### config.mk
export PLATFORM = sky130hd
export DESIGN_NAME = phase_unwrap
export DESIGN_NICKNAME = d
export VERILOG_FILES = /design/src/rtl/package_settings.sv /design/src/rtl/skid_buffer.sv /design/src/rtl/phase_unwrap.sv
export SDC_FILE = /design/constraint.sdc
export NUM_CORES = 1
export LEC_CHECK = 0
export BUFFER_PORTS_ARGS = -buffer_cell sky130_fd_sc_hd__buf_2
export CORE_MARGIN = 2
export CORE_UTILIZATION = 50
export DETAILED_ROUTE_END_ITERATION = 8
export GPL_TIMING_DRIVEN = 0
export PLACE_DENSITY_LB_ADDON = 0.1
export SKIP_LAST_GASP = 1
export SLEW_MARGIN = 5
export SYNTH_ARGS = -nofsm -noshare
export SYNTH_HDL_FRONTEND = slang
export SYNTH_SLANG_ARGS = --single-unit
### constraint.sdc
create_clock -name clk -period 8.3 [get_ports clk]
set_input_delay 1.66 -clock clk [delete_from_list [all_inputs] [get_ports clk]]
set_output_delay 1.66 -clock clk [all_outputs]
set_load 0.005 [all_outputs]
### src/rtl/package_settings.sv
// Shared settings for the arctangent / phase-unwrap chain.
package package_settings;

    // Phase and frequency sample width.
    localparam int SIZE_DATA = 16;
    // Unwrapped-phase accumulator width; must exceed SIZE_DATA.
    localparam int SIZE_ACC  = 32;
    // Phase LSB count that represents pi.
    localparam int PHASE_PI  = 2 ** (SIZE_DATA - 1);

    typedef logic signed [SIZE_DATA-1:0] phase_t;
    typedef logic signed [SIZE_ACC-1:0]  acc_t;

    // Sign-extend a wrapped phase or delta to accumulator width.
    function automatic acc_t sign_ext(input phase_t p);
        return {{(SIZE_ACC - SIZE_DATA){p[SIZE_DATA-1]}}, p};
    endfunction

endpackage

### src/rtl/skid_buffer.sv
// Two-entry valid/ready register slice: an output register plus one skid
// register, so a stall is absorbed without dropping the sample in flight.
// Handshake: a transfer happens on a rising clk edge where valid && ready are
// both high; valid never waits on ready, and out_data holds steady while
// out_valid && !out_ready.
module skid_buffer #(
    parameter int WIDTH = 8
) (
    input  logic             clk,
    input  logic             reset,
    input  logic             flush,
    input  logic [WIDTH-1:0] in_data,
    input  logic             in_valid,
    output logic             in_ready,
    output logic [WIDTH-1:0] out_data,
    output logic             out_valid,
    input  logic             out_ready
);

    logic [WIDTH-1:0] out_data_q, out_data_d;
    logic             out_valid_q, out_valid_d;
    logic [WIDTH-1:0] skid_data_q, skid_data_d;
    logic             skid_valid_q, skid_valid_d;
    logic             in_ready_q, in_ready_d;
    logic             push;
    logic             pop;

    // Next-state of both entries; a pop with a full skid promotes the skid
    // entry before any new sample is placed.
    always_comb begin
        push         = in_valid && in_ready_q;
        pop          = out_valid_q && out_ready;
        out_data_d   = out_data_q;
        out_valid_d  = out_valid_q;
        skid_data_d  = skid_data_q;
        skid_valid_d = skid_valid_q;
        if (flush) begin
            // Everything held is discarded; a same-cycle sample starts fresh.
            out_valid_d  = push;
            out_data_d   = push ? in_data : '0;
            skid_valid_d = 1'b0;
            skid_data_d  = '0;
        end else if (pop) begin
            if (skid_valid_q) begin
                out_data_d   = skid_data_q;
                out_valid_d  = 1'b1;
                skid_valid_d = push;
                if (push) begin
                    skid_data_d = in_data;
                end
            end else begin
                out_valid_d = push;
                if (push) begin
                    out_data_d = in_data;
                end
            end
        end else if (push) begin
            if (!out_valid_q) begin
                out_valid_d = 1'b1;
                out_data_d  = in_data;
            end else begin
                skid_valid_d = 1'b1;
                skid_data_d  = in_data;
            end
        end
        in_ready_d = !skid_valid_d;
    end

    // Register both entries and the registered ready.
    always_ff @(posedge clk) begin
        if (reset) begin
            out_data_q   <= '0;
            out_valid_q  <= 1'b0;
            skid_data_q  <= '0;
            skid_valid_q <= 1'b0;
            in_ready_q   <= 1'b1;
        end else begin
            out_data_q   <= out_data_d;
            out_valid_q  <= out_valid_d;
            skid_data_q  <= skid_data_d;
            skid_valid_q <= skid_valid_d;
            in_ready_q   <= in_ready_d;
        end
    end

    assign in_ready  = in_ready_q;
    assign out_data  = out_data_q;
    assign out_valid = out_valid_q;

endmodule

### src/rtl/phase_unwrap.sv
// Phase unwrapper: turns wrapped +/-pi phase samples into a wide unwrapped
// phase accumulator and a wrapped first difference (instantaneous frequency).
// Handshake: input and output transfers happen on a rising clk edge where the
// respective valid && ready are both high; outputs hold while stalled.
module phase_unwrap
    import package_settings::*;
(
    input  logic                 clk,
    input  logic                 reset,
    input  logic                 clear,
    input  logic [SIZE_DATA-1:0] in_phase,
    input  logic                 in_valid,
    output logic                 in_ready,
    output logic [SIZE_ACC-1:0]  out_phase,
    output logic [SIZE_DATA-1:0] out_freq,
    output logic                 out_valid,
    input  logic                 out_ready,
    output logic                 acc_wrap
);

    localparam int WIDTH = SIZE_ACC + SIZE_DATA;

    phase_t     prev_q, prev_d;
    logic       primed_q, primed_d;
    acc_t       acc_q, acc_d;
    logic       acc_wrap_q, acc_wrap_d;

    phase_t     diff;
    phase_t     freq;
    acc_t       diff_ext;
    acc_t       sum;
    logic       ovf;
    logic       push;
    logic       first;
    logic [WIDTH-1:0] slice_out;

    // Unwrap datapath: the difference wraps naturally in SIZE_DATA bits, so
    // it is always the shortest path and -pi is the tie case.
    always_comb begin
        push       = in_valid && in_ready;
        first      = !primed_q || clear;
        diff       = in_phase - prev_q;
        diff_ext   = sign_ext(diff);
        sum        = acc_q + diff_ext;
        ovf        = (acc_q[SIZE_ACC-1] == diff_ext[SIZE_ACC-1]) &&
                     (sum[SIZE_ACC-1] != acc_q[SIZE_ACC-1]);
        prev_d     = prev_q;
        primed_d   = primed_q;
        acc_d      = acc_q;
        acc_wrap_d = acc_wrap_q;
        freq       = '0;
        if (clear) begin
            prev_d     = '0;
            primed_d   = 1'b0;
            acc_d      = '0;
            acc_wrap_d = 1'b0;
        end
        if (push) begin
            prev_d = in_phase;
            if (first) begin
                acc_d    = sign_ext(in_phase);
                primed_d = 1'b1;
            end else begin
                acc_d = sum;
                freq  = diff;
                if (ovf) begin
                    acc_wrap_d = 1'b1;
                end
            end
        end
    end

    // Datapath state.
    always_ff @(posedge clk) begin
        if (reset) begin
            prev_q     <= '0;
            primed_q   <= 1'b0;
            acc_q      <= '0;
            acc_wrap_q <= 1'b0;
        end else begin
            prev_q     <= prev_d;
            primed_q   <= primed_d;
            acc_q      <= acc_d;
            acc_wrap_q <= acc_wrap_d;
        end
    end

    skid_buffer #(
        .WIDTH (WIDTH)
    ) u_skid (
        .clk       (clk),
        .reset     (reset),
        .flush     (clear),
        .in_data   ({acc_d, freq}),
        .in_valid  (in_valid),
        .in_ready  (in_ready),
        .out_data  (slice_out),
        .out_valid (out_valid),
        .out_ready (out_ready)
    );

    assign out_phase = slice_out[WIDTH-1:SIZE_DATA];
    assign out_freq  = slice_out[SIZE_DATA-1:0];
    assign acc_wrap  = acc_wrap_q;

endmodule

### Word level (Yosys, flattened, before mapping)

Index checks and enable logic that the tools add are counted.

| operators by class | value |
|---|---|
| add/sub/neg operators | 2 |
| equality and inequality tests | 5 |
| mux-type cells | 33 |
| reductions and logical operators | 14 |

Operators by type and width:

| operator | count |
|---|---|
| 2-to-1 mux 48 bit | 11 |
| 2-to-1 mux 32 bit | 3 |
| 2-to-1 mux 16 bit | 3 |
| adder 32 x 16 -> 32 bit | 1 |
| 2-to-1 mux 1 bit | 16 |
| subtractor 16 bit | 1 |
| nonzero test 2 bit | 3 |
| nonzero test 3 bit | 2 |
| AND reduction 4 bit | 1 |
| logical AND 1 bit | 3 |
| != test 3 bit, second input constant | 1 |
| AND reduction 3 bit | 1 |
| zero test 1 bit | 2 |
| != test 2 x 1 -> 1 bit, second input constant | 1 |
| != test 2 bit, second input constant | 1 |
| OR reduction 2 bit | 1 |
| equality test 1 bit | 1 |
| logical OR 1 bit | 1 |
| != test 1 bit | 1 |

| word-level totals | value |
|---|---|
| flip-flop bits (word level) | 149 |
| bits of input ports | 21 |
| output and inout port bits | 51 |
| word-level logic and storage cells | 63 |

### Longest topological paths before layout

| depth | value |
|---|---|
| word-level depth | 8 |
| gate-level depth with buffers | 24 |
| depth with buffers taken out | 23 |

### Hierarchy

A second synthesis with hierarchy kept.

| second synthesis, totals | value |
|---|---|
| cell total of the unflattened synthesis | 1125 |
| area total of the unflattened synthesis | 9171.3 µm² |

By module, submodules not included:

| module | instances | cells each | area an instance (µm²) | seq. area each (µm²) |
|---|---|---|---|---|
| phase_unwrap | 1 | 641 | 4810.9 | 1001.0 |
| skid_buffer | 1 | 484 | 4360.4 | 1981.9 |

### Worst setup path before layout

No wires, ideal clock.

| path | value |
|---|---|
| path type | input to register |
| start | in in_phase[0] |
| end | reg u_skid.out_data_q[41], in the netlist u_skid.out_data[41] |
| setup time | 119 ps |
| arrival time | 5755 ps |
| required time | 8181 ps |
| path slack | 2426 ps |
| cell stages on the path | 24 |
| buffers on the path | 1 |
| cells stage by stage | inv_1 ha_1 inv_1 fa_1 a21o_1 a21oi_1 o21a_1 nor2_1 a221oi_1 o21bai_1 a21oi_1 xnor2_1 ha_1 clkbuf_1 a21oi_1 o21bai_1 a211o_1 a41o_1 a21oi_2 o21ai_1 xnor2_1 a221oi_2 a21oi_1 o221a_1 |

| on the way | value |
|---|---|
| word-level cells in the longest chain between the ends | 8 |
| elaborated cells on any way between the ends | 11 |
| those cells by class | add/sub (2); mux (9) |

Ends and longest elaborated chain:

| what | RTL line | text |
|---|---|---|
| start: declaration | phase_unwrap.sv:11 | `input logic [SIZE_DATA-1:0] in_phase,` |
| subtractor 16 bit (*) | phase_unwrap.sv:42 | `diff = in_phase - prev_q;` |
| adder 32 x 16 -> 32 bit (*) | phase_unwrap.sv:44 | `sum = acc_q + diff_ext;` |
| 2-to-1 mux 32 bit (*) | phase_unwrap.sv:60 | `if (first) begin` |
| 2-to-1 mux 32 bit (*) | phase_unwrap.sv:58 | `if (push) begin` |
| 2-to-1 mux 48 bit, on equally long branches | skid_buffer.sv:58, skid_buffer.sv:53 |  |
| 2-to-1 mux 48 bit, on equally long branches | skid_buffer.sv:57, skid_buffer.sv:44 |  |
| 2-to-1 mux 48 bit | skid_buffer.sv:43 | `end else if (pop) begin` |
| 2-to-1 mux 48 bit (*) | skid_buffer.sv:37 | `if (flush) begin` |
| end signal: assignment | skid_buffer.sv:78 | `out_data_q <= out_data_d;` |
| end: declaration | skid_buffer.sv:20 | `logic [WIDTH-1:0] out_data_q, out_data_d;` |

Every way passes the cells marked *; elsewhere a longest branch is shown, timed or not. The select of a mux whose other input is x is not followed.
A chain may end at the register's enable or synchronous reset.

### Final worst setup path

| path | value |
|---|---|
| start | in in_phase[0] |
| end | reg u_skid.out_data_q[45], in the netlist u_skid.out_data[45] |

Same word-level chain as after synthesis.

==> flow_metrics.tcl <==
set metrics [dict create \
    avgSynthCellArea_um2 8.01 \
    hold_path_class "flip-flop to flip-flop" \
    p_per_area_nw_per_um2 219 \
    crit_type "primary input to flip-flop" \
    num_antenna_cells 0 \
    dr.pass1.iters 5 \
    cts_root_buf "clkbuf_16" \
    crit_path_start_kind "primary input" \
    antenna_found_initial 0 \
    wl_um 26600 \
    yosys_warnings 0 \
    final_nets 1196 \
    rows 47 \
    initial_core_util_pct 50.6 \
    portBuffers 69 \
    finalSetupViolCount 0 \
    synth_edf_count 0 \
    critPathBufInv 4 \
    path_common_cell "a21oi_1" \
    vias_per_cell 5.90 \
    syn_area_um2 8300 \
    path_cells "buf_2 -> inv_1 -> ha_1 -> inv_1 -> fa_1 -> a21o_1 -> a21oi_1 -> o21a_1 -> nor2_1 -> a221oi_1 -> o21bai_1 -> a21oi_1 -> xnor2_1 -> ha_1 -> clkbuf_1 -> a21oi_1 -> o21bai_1 -> a211o_1 -> a41o_1 -> a21oi_2 -> o311ai_1 -> xor2_1 -> a221oi_1 -> a211oi_1" \
    synth-async-reset-ratio_pct 0 \
    grtUsageTotal_pct 30.6 \
    slew_violations 0 \
    crit_arrival_ns 6.83 \
    worstSkewPairLatency_ns 0.44 \
    path_max_fanout 7 \
    crit_family "compound AO/OA/AOI/OAI gates" \
    setup_tns_ns 0 \
    ir_worst_vdd_v 0.000174 \
    gp_congestion 0.931 \
    synth_seq_cells 149 \
    dp_hpwl_um 20000 \
    cts_tree "done" \
    ys.flop_type "dfxtp_1" \
    first_global_vias 7521 \
    coreArea_um2 16400 \
    status "completed" \
    timing.final.crit_share_pct 78.8 \
    design.die.area_um2 17600 \
    vias 8001 \
    tightest_slew_ns 1.30 \
    grt_pass1_wl_um 41600 \
    drive_gt1_share_pct 11.4 \
    max_freq_ghz 0.153 \
    postCtsSetupBuffers 0 \
    numClockSinks 149 \
    maxCapViolCount 0 \
    grt_overflow 0 \
    die_h_um 133 \
    cpMaxStageDelayCell "a221oi_1" \
    netlist_instances 1036 \
    crit_required_ns 8.59 \
    grt_max_degree 21 \
    initialDrtViolationCount 673 \
    clk_pin_slew_ns 0.07 \
    postCtsResizedCells 0 \
    die_w_um 133 \
    area_delta_synth_final_pct 14.4 \
    ys_types 70 \
    ant_nets 0 \
    min_period_ns 6.54 \
    max_slew_margin_pct 12.6 \
    fin_util_pct 57.9 \
    htree_levels 4 \
    syn_nets 1108 \
    clk_path_buf_depth 2 \
    wl_per_cell_um 19.6 \
    cts_inserted_buffers 17 \
    cts_hold_buf 0 \
    drt_drc_violations_left 0 \
    power_leakage_nw 3.94 \
    yosysSeqAreaShare_pct 36.0 \
    cpPeakStageDelay_ns 0.62 \
    pin_count 72 \
    rsz0062_at_grt "no" \
    hold_violations 0 \
    clock_skew_ns 0.00840 \
    crit_path_end_kind "flip-flop" \
]
==> report_power, final <==
part	internal (mW)	switching [mW]
Combinational	0.197	0.346
Sequential	0.748	0.0212
Clock	0.428	0.341
Total	1.37	0.708
==> metrics by stage <==
| step | total power, mW | hold WS, ns | worst slack (ns) | instances | area [um2] |
|---|---|---|---|---|---|
| 6_report | 2.08 | 0.454 | 1.76 | 1357 | 9500 |
| 5_1_grt | 2.17 | 0.478 | 1.45 | 1357 | 9500 |
| 4_1_cts | 2.08 | 0.458 | 1.82 | 1357 | 9500 |
| 3_5_place_dp | 1.32 | 0.449 | 1.39 | 1325 | 8920 |
| 3_3_place_gp | 1.32 | 0.438 | 1.42 | 1325 | 8920 |
| 2_1_floorplan | 1.16 | 0.432 | 2.43 | 1036 | 8300 |
==> worst reg2reg max path: stages, from the launching register on <==
cell and delay, ns:
dfxtp_1 0.36, ha_1 0.15, inv_1 0.04, fa_1 0.39
a21o_1 0.17, a21oi_1 0.27, o21a_1 0.16, nor2_1 0.07
a221oi_1 0.41, o21bai_1 0.11, a21oi_1 0.18, xnor2_1 0.31
ha_1 0.34, clkbuf_1 0.18, a21oi_1 0.22, o21bai_1 0.09
a211o_1 0.29, a41o_1 0.23, a21oi_2 0.23, o311ai_1 0.17
xor2_1 0.17, a221oi_1 0.62, a211oi_1 0.16
==> cell type report <==
| type | count | area [um2] |
|---|---|---|
| tap | 220 | 275 |
| fill | 1561 | 6910 |
| inverter | 38 | 143 |
| sequential | 149 | 2980 |
| multi-input combinational | 781 | 4910 |
| clock buffer | 18 | 439 |
| timing repair buffer | 69 | 345 |
| clock inverter | 14 | 139 |
| buffer | 68 | 256 |
==> layer usage <==
| metal | global-route usage (%) | share of wire (%) |
|---|---|---|
| met4 | 15.2 | 4.5 |
| met1 | 38.2 | 42 |
| met2 | 50.8 | 47 |
| met5 | 0 | 0 |
| met3 | 5.86 | 6.1 |
==> path summary, 6_finish.rpt <==
path / from / to / slack [ns] / depth (start not counted)
worst max register to register: prev_q[0] / u_skid.out_data[45] / 2.82 / 22
worst min register to register: u_skid.skid_data_q[6] / u_skid.skid_data_q[6] / 0.45 / 2
worst min-delay path: u_skid.skid_data_q[6] / u_skid.skid_data_q[6] / 0.45 / 2
worst max-delay path: in_phase[0] / u_skid.out_data[45] / 1.76 / 24
==> kinds of logic (layout without fill, tap and decap cells) <==
logic type               Yosys count  after routing  share of synthesized area [%]
multiplexers                       3              3                          0.377
adder cells (fa/ha/maj)           51             51                           7.87
buffers and inverters            106            207                           4.81
flip-flops                       149            149                           36.0
AO/OA/AOI/OAI                    347            347                           29.0
AND/OR/NAND/NOR                  340            340                           17.7
XOR/XNOR                          40             40                           4.31
==> state kept, by name, summed over array words and instances (netlist names) <==
name / cells
prev_q: 16
primed_q: 1
acc_q: 32
u_skid.skid_valid_q: 1
u_skid.in_ready: 1
u_skid.skid_data_q: 48
u_skid.out_data: 48
acc_wrap: 1
u_skid.out_valid: 1
==> cells in the mapped netlist (3+ instances only) <==
cell	instances	area, um2
a211oi_1	36	270
a21o_1	19	143
a21oi_1	93	465
a221oi_1	10	87.6
a221oi_2	7	105
a222oi_1	3	30.0
a22o_1	16	140
a22oi_1	18	135
a311oi_1	5	43.8
a31oi_1	7	43.8
and2_1	11	68.8
and3_1	10	62.6
buf_1	7	26.3
clkbuf_1	60	225
dfxtp_1	149	2980
ha_1	49	613
inv_1	38	143
nand2_1	101	379
nand2b_1	6	37.5
nand3_1	17	85.1
nand4_1	3	18.8
nor2_1	151	567
nor2b_1	4	25.0
nor3_1	22	110
nor3b_1	6	45.0
o2111ai_1	3	26.3
o211ai_1	7	52.6
o21a_1	5	37.5
o21ai_0	61	305
o21ai_1	5	25.0
o21bai_1	12	90.1
o221a_2	6	67.6
xnor2_1	28	245
xor2_1	11	96.3
==> layout by cell type (no fill, tap or decap), types with 6 or more instances in the layout <==
| cell type | netlist | layout |
|---|---|---|
| a221oi_2 | 7 | 7 |
| a22oi_1 | 18 | 18 |
| ha_1 | 49 | 49 |
| buf_2 | 1 | 70 |
| xnor2_1 | 28 | 28 |
| a221oi_1 | 10 | 10 |
| nand2b_1 | 6 | 6 |
| o221a_2 | 6 | 6 |
| a31oi_1 | 7 | 7 |
| a211oi_1 | 36 | 36 |
| nand3_1 | 17 | 17 |
| nor2_1 | 151 | 151 |
| a21oi_1 | 93 | 93 |
| inv_6 | 0 | 6 |
| inv_1 | 38 | 38 |
| o21bai_1 | 12 | 12 |
| dfxtp_1 | 149 | 149 |
| buf_1 | 7 | 7 |
| a21o_1 | 19 | 19 |
| o211ai_1 | 7 | 7 |
| xor2_1 | 11 | 11 |
| nor3b_1 | 6 | 6 |
| nand2_1 | 101 | 101 |
| clkbuf_16 | 0 | 17 |
| nor3_1 | 22 | 22 |
| a22o_1 | 16 | 16 |
| and3_1 | 10 | 10 |
| o21ai_0 | 61 | 61 |
| clkbuf_1 | 60 | 60 |
| and2_1 | 11 | 11 |
No activity file was read; power rests on OpenSTA's default activity.
